===== config.mk =====
export PLATFORM = sky130hd
export DESIGN_NAME = tns_decoder_06
export DESIGN_NICKNAME = d
export VERILOG_FILES = /design/src/rtl/tns_decoder_06_pkg.sv /design/src/rtl/tns_xtalk_check.sv /design/src/rtl/tns_decoder_06.sv
export SDC_FILE = /design/constraint.sdc
export NUM_CORES = 1
export LEC_CHECK = 0
export CAP_MARGIN = 20
export CELL_PAD_IN_SITES_DETAIL_PLACEMENT = 0
export CELL_PAD_IN_SITES_GLOBAL_PLACEMENT = 1
export CORE_MARGIN = 4
export CORE_UTILIZATION = 41
export CTS_CLUSTER_SIZE = 10
export DETAILED_ROUTE_END_ITERATION = 16
export GPL_ROUTABILITY_DRIVEN = 0
export PLACE_DENSITY = 0.88
export RECOVER_POWER = 100
export SETUP_SLACK_MARGIN = 0.05
export SLEW_MARGIN = 20
export SYNTH_ARGS = -nofsm -noshare
export SYNTH_HDL_FRONTEND = slang
export SYNTH_SLANG_ARGS = --single-unit

===== constraint.sdc =====
create_clock -name clock -period 3.76 [get_ports clock]
set_input_delay 0.752 -clock clock [delete_from_list [all_inputs] [get_ports clock]]
set_output_delay 0.752 -clock clock [all_outputs]
set_load 0.1 [all_outputs]

===== src/rtl/tns_decoder_06_pkg.sv =====
`default_nettype none
// ============================================================================
// Module      : tns_decoder_06_pkg
// Description : Shared TNS link constants (codeword weights, data width) and
//               the weighted-sum helper used by the 6-bit TNS decoder.
// Revision    : 1.0  initial release
// ============================================================================
package tns_decoder_06_pkg;

    // Decoded data width.
    localparam int BLEN02 = 4;

    // Codeword width and width of the raw weighted sum.
    localparam int CW_W  = 6;
    localparam int SUM_W = 5;

    // Codeword weights, MSB (bit 5) down to bit 0.
    localparam logic [SUM_W-1:0] TNS02_A  = 5'd8;
    localparam logic [SUM_W-1:0] TNS02_B  = 5'd4;
    localparam logic [SUM_W-1:0] TNS02_C  = 5'd4;
    localparam logic [SUM_W-1:0] TNS01_A  = 5'd2;
    localparam logic [SUM_W-1:0] TNS01_B  = 5'd1;
    localparam logic [SUM_W-1:0] TNS_BIT0 = 5'd1;

    // Largest sum that still maps onto a legal data value.
    localparam logic [SUM_W-1:0] DATA_MAX = 5'd15;

    // One decoded word as carried by the output stage.
    typedef struct packed {
        logic [BLEN02-1:0] data;
        logic              illegal;
        logic              xtalk;
    } dec_word_t;

    // Weighted sum of a codeword; the maximum (20) fits in SUM_W bits.
    function automatic logic [SUM_W-1:0] tns_weight_sum(input logic [CW_W-1:0] cw);
        logic [SUM_W-1:0] sum;
        sum = (cw[5] ? TNS02_A  : 5'd0)
            + (cw[4] ? TNS02_B  : 5'd0)
            + (cw[3] ? TNS02_C  : 5'd0)
            + (cw[2] ? TNS01_A  : 5'd0)
            + (cw[1] ? TNS01_B  : 5'd0)
            + (cw[0] ? TNS_BIT0 : 5'd0);
        return sum;
    endfunction

endpackage
`default_nettype wire


===== src/rtl/tns_xtalk_check.sv =====
`default_nettype none
// ============================================================================
// Module      : tns_xtalk_check
// Description : Combinational crosstalk-class detector. Flags any pair of
//               adjacent wires that transition in opposite directions between
//               the previous and the current codeword. Width is a parameter so
//               wider decoders can reuse it.
// Revision    : 1.0  initial release
// ============================================================================
module tns_xtalk_check #(
    parameter int W = 6
) (
    input  logic [W-1:0] prev,
    input  logic [W-1:0] cur,
    output logic         violation
);

    logic [W-1:0] w_rise;
    logic [W-1:0] w_fall;
    logic [W-2:0] w_pair_bad;

    assign w_rise = ~prev &  cur;
    assign w_fall =  prev & ~cur;

    // Pair i covers wires i and i+1: one rising while the other falls.
    assign w_pair_bad = (w_rise[W-2:0] & w_fall[W-1:1])
                      | (w_fall[W-2:0] & w_rise[W-1:1]);

    assign violation = |w_pair_bad;

endmodule
`default_nettype wire


===== src/rtl/tns_decoder_06.sv =====
`default_nettype none
// ============================================================================
// Module      : tns_decoder_06
// Description : Receive-side stage of the 6-bit TNS link. Two-stage
//               valid/ready pipeline around the weighted-sum decoder, with
//               illegal-codeword and adjacent-wire crosstalk flags and a
//               saturating error counter.
// Revision    : 1.0  initial release
// ============================================================================
module tns_decoder_06
    import tns_decoder_06_pkg::*;
#(
    parameter int CNT_W     = 8,
    parameter bit CHK_XTALK = 1'b1
) (
    input  logic              clock,
    input  logic              reset_n,
    input  logic [CW_W-1:0]   codein,
    input  logic              in_valid,
    output logic              in_ready,
    output logic [BLEN02-1:0] dataout,
    output logic              err_illegal,
    output logic              err_xtalk,
    output logic              out_valid,
    input  logic              out_ready,
    output logic [CNT_W-1:0]  err_cnt
);

    localparam logic [CNT_W-1:0] C_CNT_MAX = {CNT_W{1'b1}};
    localparam logic [CNT_W-1:0] C_CNT_ONE = {{(CNT_W-1){1'b0}}, 1'b1};

    // Stage S1: accepted codeword, the one accepted before it, and whether
    // that earlier codeword is real history (not just the reset value).
    logic [CW_W-1:0]  r_s1_cur;
    logic [CW_W-1:0]  r_s1_prev;
    logic             r_s1_prev_ok;
    logic             r_s1_valid;

    // Set by the first accept after reset; becomes prev_ok for later words.
    logic             r_seen;

    // Stage S2: decoded word and flags.
    dec_word_t        r_s2;
    logic             r_s2_valid;
    logic [CNT_W-1:0] r_err_cnt;

    logic             w_adv2;
    logic             w_accept;
    logic             w_deliver;
    logic [SUM_W-1:0] w_sum;
    logic             w_xtalk;
    dec_word_t        w_dec;

    // S2 can take a new word when it is empty or is being drained now.
    assign w_adv2    = !r_s2_valid || out_ready;
    assign in_ready  = !r_s1_valid || w_adv2;
    assign w_accept  = in_valid && in_ready;
    assign w_deliver = r_s2_valid && out_ready;

    assign w_sum = tns_weight_sum(r_s1_cur);

    generate
        if (CHK_XTALK) begin : g_xtalk_on
            logic w_xtalk_raw;

            tns_xtalk_check #(
                .W (CW_W)
            ) u_xtalk (
                .prev      (r_s1_prev),
                .cur       (r_s1_cur),
                .violation (w_xtalk_raw)
            );

            assign w_xtalk = w_xtalk_raw && r_s1_prev_ok;
        end else begin : g_xtalk_off
            assign w_xtalk = 1'b0;
        end
    endgenerate

    // Decode of the word currently held in S1.
    always_comb begin
        w_dec         = '0;
        w_dec.data    = w_sum[BLEN02-1:0];
        w_dec.illegal = (w_sum > DATA_MAX);
        w_dec.xtalk   = w_xtalk;
    end

    // S1 register: capture on accept, shifting the last codeword into prev.
    always_ff @(posedge clock) begin
        if (!reset_n) begin
            r_s1_cur     <= '0;
            r_s1_prev    <= '0;
            r_s1_prev_ok <= 1'b0;
            r_s1_valid   <= 1'b0;
            r_seen       <= 1'b0;
        end else begin
            if (w_accept) begin
                r_s1_cur     <= codein;
                r_s1_prev    <= r_s1_cur;
                r_s1_prev_ok <= r_seen;
                r_seen       <= 1'b1;
                r_s1_valid   <= 1'b1;
            end else if (w_adv2) begin
                r_s1_valid   <= 1'b0;
            end
        end
    end

    // S2 register: load the decode whenever S2 is free to advance.
    always_ff @(posedge clock) begin
        if (!reset_n) begin
            r_s2       <= '0;
            r_s2_valid <= 1'b0;
        end else if (w_adv2) begin
            r_s2_valid <= r_s1_valid;
            if (r_s1_valid) begin
                r_s2 <= w_dec;
            end
        end
    end

    // Error counter: one count per delivered word carrying any flag.
    always_ff @(posedge clock) begin
        if (!reset_n) begin
            r_err_cnt <= '0;
        end else if (w_deliver && (r_s2.illegal || r_s2.xtalk)
                     && (r_err_cnt != C_CNT_MAX)) begin
            r_err_cnt <= r_err_cnt + C_CNT_ONE;
        end
    end

    assign dataout     = r_s2.data;
    assign err_illegal = r_s2.illegal;
    assign err_xtalk   = r_s2.xtalk;
    assign out_valid   = r_s2_valid;
    assign err_cnt     = r_err_cnt;

endmodule
`default_nettype wire


==> impl_metrics.ini <==
[critical_path]
cpLargestDelayFamily = buffers and inverters
arrival_ps = 2000
cp.required_ps = 3010
worstPathMaxFanout = 8
crit_buf_inv = 1
critPathKind = reg2out
startpoint_type = flop
crit_path_end_kind = output port
slowest_delay_ps = 1240
crit_slowest_cell = dlygate4sd3_1
crit_chain = dlygate4sd3_1

[clock_tree]
cts_hold_buf = 0
tritoncts = done
clk_latency_ps = 320
clockBufferDepth = 2
cts_resized = 0
path_clk_slew_ps = 90
post_cts.repair.setup_buffers = 0
cts_made_buffers = 5
cts_root_buffer = clkbuf_4
htreeDepth = 2
cts_sinks = 30

[detailed_routing]
post_drt_wl_per_cell_um = 12.44
drtIter0Drc = 82
wl_met3_um = 158
ant_nets = 0
drc = 0
drtPass1Iterations = 4
num_vias = 1216
dr.max_layer_used = met4
m1WireLength_um = 1383
wirelength_um = 2923
wl_met2_um = 1331
via_per_inst = 5.174

[synth]
syn-num-nets = 176
synth_area_leader_cell = dfxtp_1
ys_async_sr_fraction = 0
yosys_register_bits = 30
ys_types = 37
yosysSeqAreaShare = 0.4178
synth_common_cells = dfxtp_1 (30), nand2_1 (24), nand3_1 (20), nand2b_1 (15), a21boi_1 (13)
synth.top_cell.area_share = 0.4178
avgSynthCellArea_um2 = 8.874
synth.area.top_cells = dfxtp_1 (42%), nand3_1 (7.0%), a21boi_1 (6.8%)
synth_edf_count = 0
synth_ff_type = dfxtp_1
yosys_warnings = 0
synth.most_common_cell = dfxtp_1
syn_inst = 162
syn_area_um2 = 1438

[sta]
fmax_mhz = 363.1
hold_viol_final = 0
tns_ps = 0
slew_headroom = 0.3431
tightest_slew_ps = 982.1
finalSetupViolCount = 0
grt_setup_unrepaired = no
period_minus_slack_ps = 2754
period_share = 0.7324
maxSlewViolCount = 0
fin_skew_ps = 6.029

[finish]
layout.cells.non_filler = 235
diodes = 0
fin_util = 0.5190
drive_gt1_frac = 0.05820
final_area_um2 = 1745
nFillCells = 348
nets = 203
synthToLayoutAreaGrowth_pct = 21.41

[die]
initial_utilization = 0.4275
fp.dieW_um = 67.22
ios = 26
row_count = 21
die-area_um2 = 4518
chipHeight_um = 67.22
core_area_um2 = 3363

[power_and_ir_drop]
vdd_drop_max_mv = 0.2343
total_leakage_power_nw = 0.7003
p_per_area_nw_per_um2 = 330.6

[global_route]
grt_pass1_wl_um = 4947
grt_pass1_vias = 1083
grt_antenna_before_repair = 0
grtUsageTotal = 0.1477
grt-ovfl-total = 0
grt_max_degree = 20

[placed_design]
hpwlAfterDp_um = 2202
place_inst = 228
post_dp_cell_area_um2 = 1725
io_buffers = 25

[hold_path]
min_path_type = reg2reg

[flow_run]
maxCapViolCount = 0

[run_status]
status = complete, no violations
==> registers in the layout (all words and copies together) (netlist names) <==
register / flops
err_cnt: 8
r_s1_cur: 6
r_s1_prev: 6
dataout: 4
err_illegal: 1
err_xtalk: 1
out_valid: 1
r_s1_prev_ok: 1
r_s1_valid: 1
r_seen: 1
==> placed cells by master, fill, tap and decap left out, types with 2 or more instances in the layout <==
cell	Yosys	routed
ha_1	4	4
dfxtp_1	30	30
clkdlybuf4s50_1	0	7
o211a_1	2	2
o211ai_1	1	2
nor3b_1	2	2
nand2b_1	15	15
nor2b_1	3	3
xnor2_1	2	2
a21boi_0	6	19
a21oi_1	5	5
nand3_1	20	20
buf_4	1	2
o21a_1	2	2
a31oi_1	3	3
nand2_1	24	24
clkbuf_1	4	3
mux2i_1	2	2
clkbuf_4	0	5
dlygate4sd3_1	0	17
inv_1	2	2
nor2_1	2	2
==> metrics by stage <==
step,hold slack (ps),power [mW],setup WS (ps)
3_3_place_gp,443.0,0.4162,1034
2_1_floorplan,435.3,0.3941,1368
6_report,457.1,0.5770,1006
3_5_place_dp,446.3,0.4176,1033
5_1_grt,491.4,0.6133,911.2
4_1_cts,458.9,0.5884,1022
==> routing by layer <==
| layer | GRT usage | vias to the layer above |
|---|---|---|
| li1 | - | 626 |
| met1 | 0.1849 | 556 |
| met2 | 0.2319 | 29 |
| met3 | 0.05491 | 5 |
| met4 | 0.05316 | 0 |
| met5 | 0 | - |
==> cell type report <==
cell class                      instances  area, um2  share of cell area
Inverter                                2      7.507            0.004301
Sequential cell                        30      600.6              0.3441
Clock buffer                            7      45.04             0.02581
Multi-Input combinational cell        123      775.7              0.4444
Tap cell                               46      57.56             0.03297
Timing Repair Buffer                   27      259.0              0.1484
==> power breakdown <==
part	switching (mW)	internal [mW]	leakage, nW
clock network	0.100	0.0704	0.0254
registers	0.00896	0.328	0.244
logic	0.0429	0.0270	0.431
total	0.152	0.425	0.700
==> path summary, 6_finish.rpt <==
check	start	slack, ps	depth (start not counted)	to
setup / recovery	err_cnt[3]	1010	1	err_cnt[3]
hold / removal	dataout[3]	460	2	dataout[3]
setup reg to reg	err_cnt[0]	2070	5	err_cnt[2]
hold reg to reg	dataout[3]	460	2	dataout[3]
==> logic make-up (layout without fill, tap and decap cells) <==
group,count (synthesis),in the layout,share of synthesized area
and+or+nand+nor,76,76,0.2829
AOI/OAI and AO/OA,38,38,0.2045
DFF,30,30,0.4178
buffers and inverters,9,36,0.02785
adders and majority gates,4,4,0.03481
xor gates and xnor gates,3,3,0.01828
muxes,2,2,0.01393
(Power assumes the default switching activity.)
